[src/rtl/id_ex_stage.sv]
// ID/EX pipeline register: latches the decoded instruction for execute,
// resolves its destination register, detects load-use hazards and counts
// load-use stall cycles.
module id_ex_stage #(
    parameter int unsigned DATA_W   = 32,
    parameter int unsigned REG_W    = 5,
    parameter int unsigned CNT_W    = 16,
    parameter int unsigned LINK_REG = 31
) (
    input  logic              i_clk,
    input  logic              i_rst_n,
    input  logic              i_valid,
    input  logic [19:0]       i_ctrl,
    input  logic [DATA_W-1:0] i_rs_data,
    input  logic [DATA_W-1:0] i_rt_data,
    input  logic [DATA_W-1:0] i_imm,
    input  logic [DATA_W-1:0] i_pc_plus4,
    input  logic [REG_W-1:0]  i_rs,
    input  logic [REG_W-1:0]  i_rt,
    input  logic [REG_W-1:0]  i_rd,
    input  logic [4:0]        i_sa,
    input  logic              i_uses_rs,
    input  logic              i_uses_rt,
    input  logic              i_flush,
    input  logic              i_ex_stall,
    input  logic              i_cnt_clr,
    output logic              o_valid,
    output logic [19:0]       o_ctrl,
    output logic [DATA_W-1:0] o_rs_data,
    output logic [DATA_W-1:0] o_rt_data,
    output logic [DATA_W-1:0] o_imm,
    output logic [DATA_W-1:0] o_pc_plus4,
    output logic [REG_W-1:0]  o_rs,
    output logic [REG_W-1:0]  o_rt,
    output logic [4:0]        o_sa,
    output logic [REG_W-1:0]  o_dst_reg,
    output logic              o_stall_id,
    output logic [CNT_W-1:0]  o_stall_cnt
);

    typedef enum logic [1:0] {
        ACT_CAPTURE,
        ACT_HOLD,
        ACT_BUBBLE_FLUSH,
        ACT_BUBBLE_HAZARD
    } action_e;

    logic              r_valid;
    logic [19:0]       r_ctrl;
    logic [DATA_W-1:0] r_rs_data;
    logic [DATA_W-1:0] r_rt_data;
    logic [DATA_W-1:0] r_imm;
    logic [DATA_W-1:0] r_pc_plus4;
    logic [REG_W-1:0]  r_rs;
    logic [REG_W-1:0]  r_rt;
    logic [4:0]        r_sa;
    logic [REG_W-1:0]  r_dst_reg;
    logic [CNT_W-1:0]  r_stall_cnt;

    logic [REG_W-1:0]  w_dst_sel;
    logic              w_src_match;
    logic              w_hazard;
    action_e           w_action;

    // Destination index chosen by the ALU_dst field of the incoming control word
    always_comb begin
        w_dst_sel = '0;
        case (i_ctrl[16:15])
            2'b00:   w_dst_sel = i_rt;
            2'b01:   w_dst_sel = i_rd;
            2'b11:   w_dst_sel = REG_W'(LINK_REG);
            default: w_dst_sel = '0;
        endcase
    end

    // Load in EX whose result a valid decode instruction needs right now
    always_comb begin
        w_src_match = (i_uses_rs && (i_rs == r_dst_reg)) ||
                      (i_uses_rt && (i_rt == r_dst_reg));
        w_hazard    = r_valid && r_ctrl[0] && (r_dst_reg != '0) &&
                      i_valid && w_src_match;
    end

    // Per-edge action: flush beats downstream stall beats load-use bubble
    always_comb begin
        w_action = ACT_CAPTURE;
        if (i_flush)
            w_action = ACT_BUBBLE_FLUSH;
        else if (i_ex_stall)
            w_action = ACT_HOLD;
        else if (w_hazard)
            w_action = ACT_BUBBLE_HAZARD;
    end

    assign o_stall_id = (w_hazard || i_ex_stall) && !i_flush;

    // Pipeline register: bubble, hold or capture the decode slot
    always_ff @(posedge i_clk or negedge i_rst_n) begin
        if (!i_rst_n) begin
            r_valid    <= 1'b0;
            r_ctrl     <= '0;
            r_rs_data  <= '0;
            r_rt_data  <= '0;
            r_imm      <= '0;
            r_pc_plus4 <= '0;
            r_rs       <= '0;
            r_rt       <= '0;
            r_sa       <= '0;
            r_dst_reg  <= '0;
        end else begin
            case (w_action)
                ACT_BUBBLE_FLUSH, ACT_BUBBLE_HAZARD: begin
                    r_valid    <= 1'b0;
                    r_ctrl     <= '0;
                    r_rs_data  <= '0;
                    r_rt_data  <= '0;
                    r_imm      <= '0;
                    r_pc_plus4 <= '0;
                    r_rs       <= '0;
                    r_rt       <= '0;
                    r_sa       <= '0;
                    r_dst_reg  <= '0;
                end
                ACT_CAPTURE: begin
                    r_valid    <= i_valid;
                    r_ctrl     <= i_valid ? i_ctrl : '0;
                    r_rs_data  <= i_rs_data;
                    r_rt_data  <= i_rt_data;
                    r_imm      <= i_imm;
                    r_pc_plus4 <= i_pc_plus4;
                    r_rs       <= i_rs;
                    r_rt       <= i_rt;
                    r_sa       <= i_sa;
                    r_dst_reg  <= i_valid ? w_dst_sel : '0;
                end
                default: ;
            endcase
        end
    end

    // Saturating load-use stall counter; clear wins over increment
    always_ff @(posedge i_clk or negedge i_rst_n) begin
        if (!i_rst_n)
            r_stall_cnt <= '0;
        else if (i_cnt_clr)
            r_stall_cnt <= '0;
        else if ((w_action == ACT_BUBBLE_HAZARD) && (r_stall_cnt != '1))
            r_stall_cnt <= r_stall_cnt + CNT_W'(1);
    end

    assign o_valid     = r_valid;
    assign o_ctrl      = r_ctrl;
    assign o_rs_data   = r_rs_data;
    assign o_rt_data   = r_rt_data;
    assign o_imm       = r_imm;
    assign o_pc_plus4  = r_pc_plus4;
    assign o_rs        = r_rs;
    assign o_rt        = r_rt;
    assign o_sa        = r_sa;
    assign o_dst_reg   = r_dst_reg;
    assign o_stall_cnt = r_stall_cnt;

endmodule

[config.mk]
export PLATFORM = sky130hd
export DESIGN_NAME = id_ex_stage
export DESIGN_NICKNAME = d
export VERILOG_FILES = /design/src/rtl/id_ex_stage.sv
export SDC_FILE = /design/constraint.sdc
export NUM_CORES = 1
export LEC_CHECK = 0
export BUFFER_PORTS_ARGS = -buffer_cell sky130_fd_sc_hd__buf_2
export CAP_MARGIN = 20
export CORE_ASPECT_RATIO = 0.9
export CORE_UTILIZATION = 23
export CTS_BUF_LIST = sky130_fd_sc_hd__clkbuf_4
export CTS_CLUSTER_DIAMETER = 80
export DETAILED_ROUTE_END_ITERATION = 12
export SETUP_SLACK_MARGIN = 0.1
export SLEW_MARGIN = 20
export SYNTH_ARGS = -nofsm -noshare
export SYNTH_HDL_FRONTEND = slang
export SYNTH_SLANG_ARGS = --single-unit
[constraint.sdc]
create_clock -name i_clk -period 4.09 [get_ports i_clk]
set_input_delay 0.2045 -clock i_clk [delete_from_list [all_inputs] [get_ports i_clk]]
set_output_delay 0.2045 -clock i_clk [all_outputs]
set_load 0.05 [all_outputs]
---- Word level (Yosys, flattened, before mapping) ----
Index checks and enable logic that the tools add are counted.
Widths: inputs -> output; s select.
cells by class
  div/mod/pow operators ................... 0
  add/sub/neg operators ................... 1
  shift-type cells ........................ 0
  bitwise operators ....................... 0
  $mul .................................... 0
  mux-type cells .......................... 18
  order comparisons ....................... 0
  equal/unequal tests ..................... 7
  reductions and logical operators ........ 17
operators with widths
  kind                   number
  $pmux 32 s2            4
  $pmux 20 s2            1
  $pmux 5 s2             4
  $mux 16                2
  $mux 20                1
  $add 16x1->16 const B  1
  $ne 16x16->1 const B   1
  $pmux 5 s3             1
  $eq 5x5->1             2
  $logic_and 1x1->1      8
  $eq 2x2->1 const B     3
  $mux 2                 3
  $mux 5                 1
  $reduce_bool 5->1      1
  $logic_not 2->1        2
  $reduce_bool 2->1      2
  $eq 2x1->1 const B     1
  $logic_or 1x1->1       2
  $pmux 1 s2             1
  $reduce_or 2->1        1
  $logic_not 1->1        1
word-level totals
  register bits ........................... 185
  memories ................................ 0
  output and inout bits ................... 186
  memory bits (writable) .................. 0
  bits in latches ......................... 0
  bits of input ports ..................... 176
  bits in read-only memories .............. 0
  logic and storage cells ................. 54

---- Longest topological paths before layout ----
Gate-level depths: netlist of run 1.
  word-level depth ........................ 11
  gate-level depth with buffers ........... 8
  mapped depth without buffers ............ 7

---- Worst setup path after synthesis of run 1 ----
Ideal clock, no wire load.
  path type ............................... register to output
  start ................................... register r_dst_reg[0], in the netlist o_dst_reg[0]
  end ..................................... output port o_stall_id
  arrival time ............................ 2.188 ns
  data required time ...................... 3.885 ns
  cell stages (with the launch flop) ...... 6
  slack ................................... 1.697 ns
  path buffers ............................ 0
  cell sequence ........................... dfrtp_1 > xnor2_1 > nand4_1 > o22ai_4 > nand2_1 > a21oi_1
on the way
  longest elaborated chain between the ends .. 6
  elaborated cells on any way between the ends .. 11
  those cells by class .................... eq/ne (2); reduce/logical (9)
RTL lines
  what                                                          RTL line    text
  start: declaration                                            57          logic [REG_W-1:0] r_dst_reg;
  start signal: assignment                                      134         r_dst_reg <= i_valid ? w_dst_sel : '0;
  $eq 5x5->1, or another cell as far along                      78          w_src_match = (i_uses_rs && (i_rs == r_dst_reg)) ||
  $logic_and 1x1->1 (on tied branches)                          78, 79, 80
  $logic_or 1x1->1 / $logic_and 1x1->1 (equally long branches)  78, 80
  $logic_and 1x1->1 (*)                                         81          i_valid && w_src_match;
  $logic_or 1x1->1 (*)                                          95          assign o_stall_id = (w_hazard || i_ex_stall) && !i_flush;
  $logic_and 1x1->1 (*)                                         95
  end: declaration                                              37          output logic o_stall_id,
Every way passes the cells marked *; elsewhere a longest branch is shown, timed or not.

---- Worst setup path after layout of run 1 ----
  start ................................... register r_dst_reg[1], in the netlist o_dst_reg[1]
  end ..................................... register r_rt_data[14], in the netlist o_rt_data[14]
on the way
  longest elaborated chain between the ends .. 10
  elaborated cells on any way between the ends .. 18
  those cells by class .................... eq/ne (4); mux (4); reduce/logical (10)
RTL lines
  what                                                          RTL line    text
  $eq 5x5->1, or another cell as far along                      78
  $logic_and 1x1->1 (on tied branches)                          78, 79, 80
  $logic_or 1x1->1 / $logic_and 1x1->1 (equally long branches)  78, 80
  $logic_and 1x1->1 (*)                                         81
  $mux 2 (*)                                                    91          else if (w_hazard)
  $mux 2 (*)                                                    89          else if (i_ex_stall)
  $mux 2 (*)                                                    87          if (i_flush)
  $eq 2x2->1                                                    111         case (w_action)
  $reduce_or 2->1                                               111
  $pmux 32 s2 / $reduce_bool 2->1 (equally long branches)       --
  end signal: assignment                                        128         r_rt_data <= i_rt_data;
  end: declaration                                              51          logic [DATA_W-1:0] r_rt_data;
Marked as above.
A chain may end at the register's enable or synchronous reset.

==> summary.md, run 1 <==
| Metric | Value |
|---|---|
| Max-slew violations | 0 |
| Worst hold start | i_uses_rt |
| Port Buffers | 361 |
| NumNets Final | 1200 |
| Synthesized cell area | 6984 um^2 |
| Post-synth top cells | dfrtp_1, a22o_1, clkbuf_1, nand2_1, a21oi_1 |
| Worst Setup Start Kind | register |
| TritonCTS Buffers | 17 |
| Hold path endpoint | o_stall_cnt[2] |
| R2r startpoint | o_dst_reg[1] |
| Crit path buffers/inverters | 2 |
| Fmax | 0.3490 GHz |
| Top cell type's share of synthesized area | 0.6628 |
| Via count | 6471 |
| 1st-iter DRT viols | 336 |
| Rows | 60 |
| CP Max Fanout | 77 |
| Worst Tran Pin Value | 1.003 ns |
| Power per cell area | 336.5 nW/um^2 |
| CTS tree | done |
| H-tree lvl count | 4 |
| Largest net degree at the start of global routing | 98 |
| Final core utilization | 0.3732 |
| Setup Skew | 0.02874 ns |
| GPL Wtd Cong | 0.7778 |
| Synth area leaders | dfrtp_1, a22o_1, clkbuf_1 |
| Syn nets | 684 |
| DR vias/cell | 4.484 |
| Post-Syn Area per Cell | 13.78 um^2 |
| Yosys Warn Count | 0 |
| Crit-path max cell delay | 0.72 ns |
| Remaining DRCs | 0 |
| Synthesis-to-finish area growth | 59.67% |
| Post-DRT Antenna Nets | 0 |
| Peak VDD IR | 0.1937 mV |
| CP Class | register to register |
| Top delay family on crit path | buffers and inverters |
| Antenna violations before repair | 3 |
| Seq. cell area | 4629 um^2 |
| Reg-to-reg endpoint | o_rt_data[14] |
| Crit path required time | 4.58 ns |
| Outcome | finished, final reports clean |
| Post-CTS setup buffer count | 0 |
| Worst path cell trace | nor3_1 > a21oi_2 > a21oi_4 > buf_4 > buf_4 > a22o_1 |
| Die span in y | 167.3 um |
| DR WL/cell | 16.32 um |
| Reg clk slew, reported paths | 0.17 ns |
| Total Routing Usage GR | 0.1488 |
| Core Box Area | 29880 um^2 |
| Final Power | 3753 uW |
| Final setup viols | 0 |
| Routed wire length | 23550 um |
| Largest area contributor in the netlist | dfrtp_1 |
| TritonCTS Sinks | 185 |
| Die W | 185.7 um |
| Share of layout cells above drive strength 1 | 0.3958 |
| Slowest CP cell | buf_4 |
| Mapped Cells | 507 |
| Most used cell, CP | buf_4 |
| Lkg Pwr | 0.005834 uW |
| Register-to-register setup slack | 1.22 ns |
| Die ar. | 31070 um^2 |
| Hold-critical path depth | 6 |
| Slew headroom | 0.3313 |
| Root Driver | clkbuf_4 |
| RSZ-0062 raised after global routing | false |
| Vias in the first global route | 6535 |
| CP arrival | 3.36 ns |
| Share of the yosys chip area belonging to registers | 0.6628 |
| First-pass GRT wire length | 35600 um |
| Fraction of registers with async set/reset | 1.000 |
| Synth unique cells | 36 |
| Initial Utilization | 0.2338 |
| Min-Delay Path Class | input pin to register |
| Final hold vios | 0 |
| Max-cap check violation count | 0 |
| Detailed placement HPWL | 14490 um |
| Post-route clock period utilization | 0.7006 |
| Most frequent cell after synthesis | dfrtp_1 |
| Main flop type after synthesis | dfrtp_1 |
| Register bit count reported by yosys | 185 |
| Filler instances | 2897 |
| Setup TNS | 0 ns |
| Drt first pass iters | 4 |
| Reg2Reg Depth | 6 |
| Area taken by multi-input logic gates | 2193 um^2 |
| Post-synth EDFFs | 0 |
| Crit path capture type | register |
| Total gr overflow | 0 |
| Max clock buf depth | 2 |
| Worst-Skew Late Latency | 0.57 ns |
| I/O pins | 362 |
| Final min period | 2.865 ns |
cell families (layout without fill, tap and decap cells):
logic type                 Yosys count  in the layout  synth area share
muxes                                2              2          0.003045
other                                0              4                 0
AOI/OAI and AO/OA                  198            198            0.2384
DFF                                185            185            0.6628
buffers and inverters               42            571           0.02544
and+or+nand+nor                     65             65           0.05088
adders and majority gates            1              1          0.001791
xor gates and xnor gates            14             14           0.01756
metrics by stage:
stage / cell area, um^2 / worst slack, ns / hold slack (ns) / std cells
floorplan: 6984 / 1.697 / -0.09109 / 507
global placement: 9203 / 1.282 / 0.3467 / 1237
detailed placement: 9203 / 1.251 / 0.3547 / 1237
CTS: 11140 / 1.201 / 0.1405 / 1439
global route: 11150 / 0.9934 / 0.1774 / 1442
finish: 11150 / 1.225 / 0.2151 / 1443
cell usage in the layout, fill, tap and decap left out, types with 2 or more instances in the layout:
master	instances
a22o_1	167
or2_2	2
or4_1	7
xnor2_1	10
clkbuf_4	18
o21ai_0	8
o31ai_1	7
nor3_1	2
clkinvlp_4	2
inv_1	3
xor2_1	4
a21oi_1	11
nor4_1	2
and3_1	2
nor2_1	9
nand2_1	18
inv_6	2
clkinv_4	5
dlygate4sd3_1	170
or3_1	2
dfrtp_1	185
buf_2	360
clkinv_2	5
diode_2	4
nand3_1	5
buf_4	4
nand4_1	8
power breakdown:
group	internal, uW	switching [uW]	total, uW
Clock	251	670	921
Combinational	305	557	862
Sequential	1920	52.9	1970
Total	2470	1280	3750
worst reg2reg max path, cell delays in order, from the launching register on:
cell     delay [ns]
dfrtp_1        0.47
nor3_1         0.26
a21oi_2        0.19
a21oi_4        0.18
buf_4          0.68
buf_4          0.74
a22o_1         0.27
how the worst max path moves through the flow:
| stage | startpoint | end | cells past startpoint |
|---|---|---|---|
| after global routing | o_dst_reg[0] | o_rs_data[9] | 6 |
| after global placement | o_dst_reg[1] | o_rt_data[18] | 6 |
| after detailed placement | o_dst_reg[0] | o_rt_data[15] | 6 |
| final | o_dst_reg[1] | o_rt_data[14] | 6 |
| after CTS | o_dst_reg[0] | o_rt_data[24] | 6 |
| after floorplan | o_dst_reg[0] | o_stall_id | 5 |
what timing repair did:
action	4_1_cts	5_1_grt
resized for setup	0	0
hold endpoints to repair	279	0
hold buffers	170	0
per-layer routing:
| layer | wire (um) | share of wire | global-route usage | up-vias |
|---|---|---|---|---|
| li1 | - | - | - | 2974 |
| met3 | 1514 | 0.064 | 0.04458 | 38 |
| met4 | 603 | 0.026 | 0.05773 | 0 |
| met1 | 10150 | 0.43 | 0.1821 | 3201 |
| met2 | 11280 | 0.48 | 0.2442 | 258 |
| met5 | 0 | 0 | 0 | - |
final cells by class:
class	instances	share of cell area
diodes	4	0.0008976
clock buffers	18	0.01212
clock inverters	14	0.009088
inverters	3	0.001010
multi-input cells	280	0.1967
flip-flops and latches	185	0.4151
well taps	403	0.04522
repair buffers	536	0.3199
No activity file was read; power rests on OpenSTA's default activity.
==> run 2: changes to the inputs <==
==> constraint.sdc (replaced) <==
create_clock -name i_clk -period 2.3 [get_ports i_clk]
set_input_delay 0.115 -clock i_clk [delete_from_list [all_inputs] [get_ports i_clk]]
set_output_delay 0.115 -clock i_clk [all_outputs]
set_load 0.05 [all_outputs]
==> summary.md, run 2 (synthesized netlist as in run 1, its figures left out) <==
| Metric | Value |
|---|---|
| Total gr overflow | 0 (unchanged) |
| GPL Wtd Cong | 0.8384 (+7.8%) |
| Fmax | 0.4668 GHz (+34%) |
| Setup Skew | 0.01965 ns (-0.009097 ns) |
| Share of total power in the clock network | 0.246 (about the same) |
| I/O pins | 362 (unchanged) |
| Root Driver | clkbuf_4 |
| TritonCTS Sinks | 185 (unchanged) |
| Final setup viols | 0 (unchanged) |
| DR vias/cell | 4.461 (-0.51%) |
| Share of layout cells above drive strength 1 | 0.4155 (+0.01973) |
| Max clock buf depth | 2 (unchanged) |
| Reg clk slew, reported paths | 0.14 ns (-0.03 ns) |
| Register-to-register setup slack | 0.16 ns (-1.07 ns) |
| Largest net degree at the start of global routing | 109 (+11%) |
| Most common cell after layout, fill and taps aside | buf_2 |
| CTS tree | done |
| Crit path capture type | register |
| Worst Tran Pin Value | 0.5231 ns (-0.4799 ns) |
| DR WL/cell | 16.13 um (-1.2%) |
| Via count | 6536 (+1.0%) |
| Final min period | 2.142 ns (-0.7231 ns) |
| Power per cell area | 587.5 nW/um^2 (+75%) |
| Die W | 185.7 um (unchanged) |
| Detailed placement HPWL | 14940 um (+3.1%) |
| Final hold vios | 0 (unchanged) |
| Routed wire length | 23630 um (+0.36%) |
| Seq pwr share | 0.519 (-0.006) |
| RSZ-0062 raised after global routing | true |
| Post-route cell area | 11490 um^2 (+3.0%) |
| Gr busiest metal | met2 |
| Switch share | 0.3290 (-0.01209) |
| Peak VDD IR | 0.3568 mV (+84%) |
| Power Internal | 4529 uW (+83%) |
| Synthesis-to-finish area growth | 64.49% |
| Commonest non-fill, non-tap cells in the layout | buf_2, dfrtp_1, dlygate4sd3_1, a22o_1, clkbuf_4 |
| 1st-iter DRT viols | 297 (-12%) |
| Min-Delay Path Class | input pin to asynchronous set/reset pin |
| CP arrival | 2.61 ns (-0.75 ns) |
| Remaining DRCs | 0 (unchanged) |
| Outcome | finished, final reports clean |
| Crit path required time | 2.77 ns (-1.81 ns) |
| Post-DRT Antenna Nets | 0 (unchanged) |
| Sw Pwr | 2220 uW (+73%) |
| H-tree lvl count | 4 (unchanged) |
| Filler instances | 2923 (+0.90%) |
| Max-cap check violation count | 0 (unchanged) |
| Worst Setup Start Kind | register |
| Die span in y | 167.3 um (unchanged) |
| First-pass GRT wire length | 35790 um (+0.52%) |
| Worst hold margin | 0.07748 ns (-0.1376 ns) |
| Drt first pass iters | 4 (unchanged) |
| DP Area | 9348 um^2 (+1.6%) |
| NumNets Final | 1224 (+2.0%) |
| Port Buffers | 361 (unchanged) |
| Comb pwr share | 0.235 (+0.005) |
| Area taken by multi-input logic gates | 2242 um^2 (+2.2%) |
| Core Box Area | 29880 um^2 (unchanged) |
| Worst-Skew Late Latency | 0.55 ns (-0.02 ns) |
| Initial Utilization | 0.2338 (unchanged) |
| Slew headroom | 0.6513 (+0.3200) |
| Post-route clock period utilization | 0.9314 (+0.2308) |
| Max-slew violations | 0 (unchanged) |
| Final core utilization | 0.3845 (+0.01127) |
| Inst Count DP | 1248 (+0.89%) |
| CP Class | register to register |
| Met1 Usage GRT | 0.1801 (-0.001991) |
| Met2 Use GR | 0.2487 (+0.004543) |
| Antenna violations before repair | 3 (unchanged) |
| Seq. cell area | 4638 um^2 (+0.19%) |
| Rows | 60 (unchanged) |
| CP Max Fanout | 10 (-87%) |
| Lkg Pwr | 0.005998 uW (+2.8%) |
| Vias in the first global route | 6695 (+2.4%) |
| Die ar. | 31070 um^2 (unchanged) |
| Met3 GRT Util | 0.04785 (+0.003262) |
| Setup TNS | 0 ns (unchanged) |
| Final non-filler cell total | 1465 (+1.5%) |
| Total Routing Usage GR | 0.1483 (-0.0005278) |
| TritonCTS Buffers | 17 (unchanged) |
-- run 2: changes by cell type in the layout (fill, tap and decap cells not counted), moves of 2 or more --
cell and delta:
buf_12 +4, xnor2_2 +4, dlygate4sd3_1 +4, buf_4 +12, buf_6 +4, dfrtp_1 -7
clkinv_2 -2, xnor2_1 -4, dfrtp_2 +7, clkinv_1 +3
-- run 2: path summary, 6_finish.rpt --
path / start / end / depth (start not counted)
max: o_dst_reg[4] / o_stall_cnt[9] / 7
min: i_rst_n / o_stall_cnt[14] / 2
min in group i_clk: i_valid / o_valid / 4
max reg2reg: o_dst_reg[4] / o_stall_cnt[9] / 7
max in group asynchronous: i_rst_n / o_dst_reg[4] / 3
min reg2reg: o_imm[6] / o_imm[6] / 1
-- run 2: final cells by class --
| class | count | area share |
|---|---|---|
| Tap cell | 403 | 0.04389 |
| Multi-Input combinational cell | 280 | 0.1952 |
| Clock inverter | 13 | 0.009366 |
| Timing Repair Buffer | 560 | 0.3345 |
| Sequential cell | 185 | 0.4037 |
| Antenna cell | 3 | 0.0006535 |
| Inverter | 3 | 0.0009802 |
| Clock buffer | 18 | 0.01176 |
-- run 2: metrics by stage --
stage	power, uW	setup slack [ns]
final	6749	0.1579
after global routing	7103	-0.02093
after CTS	6853	0.08725
after detailed placement	4885	0.1341
after global placement	4876	0.1861
after floorplan	4377	0.1550
-- run 2: critical path: stages, from the launching register on --
cell and delay, ns:
dfrtp_2 0.48, xnor2_2 0.14, nand4_1 0.17, o22ai_4 0.25, buf_4 0.18, nand3_2 0.19
or4_1 0.52, a21oi_1 0.15
-- run 2: repair_timing --
item | 4_1_cts | 5_1_grt
hold endpoints to repair | 369 | 0
resized for setup | 5 | 13
hold buffers | 174 | 0
gates cloned | 0 | 1
pin swaps | 2 | 20
setup buffers | 5 | 3
endpoints found under the setup margin | 3 | 116
-- run 2: power by group through the flow --
stage	Sequential [uW]	Combinational [uW]	Clock, uW
global route	3530	1670	1910
detailed placement	3560	1330	0
finish	3500	1590	1660
CTS	3500	1570	1780
global placement	3560	1320	0
floorplan	4120	257	0
-- run 2: metal layers --
layer	up-vias	routed length, um
met5	-	0
met4	0	427
met3	31	1566
met2	252	11550
met1	3228	10100
li1	3025	-
==> run 3: changes to the inputs <==
==> constraint.sdc (replaced) <==
create_clock -name i_clk -period 2.3 [get_ports i_clk]
set_input_delay 0.69 -clock i_clk [delete_from_list [all_inputs] [get_ports i_clk]]
set_output_delay 0.69 -clock i_clk [all_outputs]
set_load 0.05 [all_outputs]
==> summary.md, run 3 (synthesized netlist as in run 1, its figures left out) <==
| Metric | Value |
|---|---|
| Outcome | finished, violations left |
| Failing checks | negative setup slack |
| DP Area | 9663 um^2 (+3.4%) |
| Max clock buf depth | 2 (unchanged) |
| H-tree lvl count | 4 (unchanged) |
| 1st-iter DRT viols | 230 (-23%) |
| Post-DRT Antenna Nets | 0 (unchanged) |
| Detailed placement HPWL | 15300 um (+2.4%) |
| Top delay family on crit path | flip-flops |
| CP Class | register to output pin |
| Worst Tran Pin Value | 0.4743 ns (-0.04879 ns) |
| Peak VDD IR | 0.3021 mV (-15%) |
| Power per cell area | 678.2 nW/um^2 (+15%) |
| Most common cell after layout, fill and taps aside | buf_2 |
| Port Buffers | 361 (unchanged) |
| Worst Setup Start Kind | register |
| Initial Utilization | 0.2338 (unchanged) |
| Worst-Skew Late Latency | 0.56 ns (about the same) |
| TritonCTS Sinks | 185 (unchanged) |
| Routed wire length | 21280 um (-10%) |
| Root Driver | clkbuf_4 |
| Setup Skew | 0.02838 ns (+0.008731 ns) |
| NumNets Final | 1075 (-12%) |
| DR vias/cell | 4.457 (about the same) |
| TritonCTS Buffers | 17 (unchanged) |
| Synthesis-to-finish area growth | 45.68% |
| Final hold vios | 0 (unchanged) |
| Crit path required time | 1.61 ns (-1.16 ns) |
| Fmax | 0.3682 GHz (-21%) |
| Register-to-register setup slack | 0.04 ns (-0.12 ns) |
| Worst hold margin | 0.3197 ns (+0.2422 ns) |
| Remaining DRCs | 0 (unchanged) |
| Post-route cell area | 10170 um^2 (-11%) |
| Antenna violations before repair | 1 (-2) |
| Largest net degree at the start of global routing | 88 (-19%) |
| Rows | 60 (unchanged) |
| Die ar. | 31070 um^2 (unchanged) |
| Final setup viols | 1 (+1) |
| Via count | 5861 (-10%) |
| Final min period | 2.716 ns (+0.5739 ns) |
| Crit-path max cell delay | 0.49 ns (-0.03 ns) |
| Core Box Area | 29880 um^2 (unchanged) |
| Max-slew violations | 0 (unchanged) |
| Post-route clock period utilization | 1.181 (+0.2495) |
| I/O pins | 362 (unchanged) |
| CTS tree | done |
| Commonest non-fill, non-tap cells in the layout | buf_2, dfrtp_1, a22o_1, buf_4, clkbuf_4 |
| Crit path capture type | output pin |
| Die span in y | 167.3 um (unchanged) |
| Setup WS post-layout | -0.4161 ns (-0.5739 ns) |
| Min-Delay Path Class | input pin to register |
| CP Max Fanout | 4 (-6) |
| DR WL/cell | 16.18 um (+0.30%) |
| RSZ-0062 raised after global routing | true |
| Total Routing Usage GR | 0.1329 (-0.01541) |
| Lkg Pwr | 0.005489 uW (-8.5%) |
| Share of layout cells above drive strength 1 | 0.5291 (+0.1136) |
| Reg clk slew, reported paths | 0.17 ns (+0.03 ns) |
| Total gr overflow | 0 (unchanged) |
| Slew headroom | 0.6838 (+0.03253) |
| Die W | 185.7 um (unchanged) |
| CP arrival | 2.03 ns (-0.58 ns) |
| Vias in the first global route | 5730 (-14%) |
| Worst path cell trace | xnor2_2 > nand4_1 > o22ai_4 > nand2_4 > a21oi_4 > buf_6 |
| Max-cap check violation count | 0 (unchanged) |
| Drt first pass iters | 4 (unchanged) |
| Slowest CP cell | dfrtp_2 |
| Crit path buffers/inverters | 1 (unchanged) |
| GPL Wtd Cong | 0.7895 (-5.8%) |
| First-pass GRT wire length | 31830 um (-11%) |
## run 3: metrics by stage
stage | setup WS, ns | setup TNS [ns] | instances | power, uW | utilization
after floorplan | -0.03379 | -0.03379 | 507 | 4386 | -
after global placement | -0.2748 | -2.175 | 1274 | 4928 | 0.3234
after detailed placement | -0.2979 | -4.373 | 1274 | 4938 | 0.3234
after CTS | -0.5200 | -0.5200 | 1311 | 7031 | 0.3369
after global routing | -0.5742 | -0.7291 | 1315 | 7238 | 0.3405
final | -0.4161 | -0.4161 | 1315 | 6900 | 0.3405
## run 3: layout make-up
cell class | instances | area (um^2)
fillers | 3064 | 19700
flip-flops and latches | 185 | 4638
multi-input cells | 281 | 2352
repair buffers | 410 | 2346
well taps | 403 | 504.2
clock inverters | 14 | 185.2
clock buffers | 18 | 135.1
inverters | 3 | 11.26
diodes | 1 | 2.502
## run 3: power breakdown
group | internal, uW | switching [uW] | total (uW)
sequential | 3410 | 91.6 | 3500
combinational | 425 | 955 | 1380
clock | 800 | 1220 | 2020
total | 4640 | 2260 | 6900
## run 3: layer usage
layer | global-route usage | share of wire
met1 | 0.1750 | 0.45
met2 | 0.2062 | 0.47
met3 | 0.04132 | 0.070
met4 | 0.04312 | 0.015
met5 | 0 | 0
## run 3: final timing paths
path	start	to	cells past startpoint
min reg2reg	o_imm[19]	o_imm[19]	1
max in group asynchronous	i_rst_n	o_rs_data[2]	3
max	o_dst_reg[4]	o_stall_id	6
min in group asynchronous	i_rst_n	o_pc_plus4[12]	2
min	i_rt_data[3]	o_rt_data[3]	2
max reg2reg	o_dst_reg[4]	o_stall_cnt[15]	9
## run 3: repair_timing
item	CTS	global route
setup endpoints to repair	10	12
gates cloned	1	0
hold buffers	1	0
gates resized for setup	9	20
endpoints found under the hold margin	6	0
buffers inserted	3	3
pin swaps	4	32
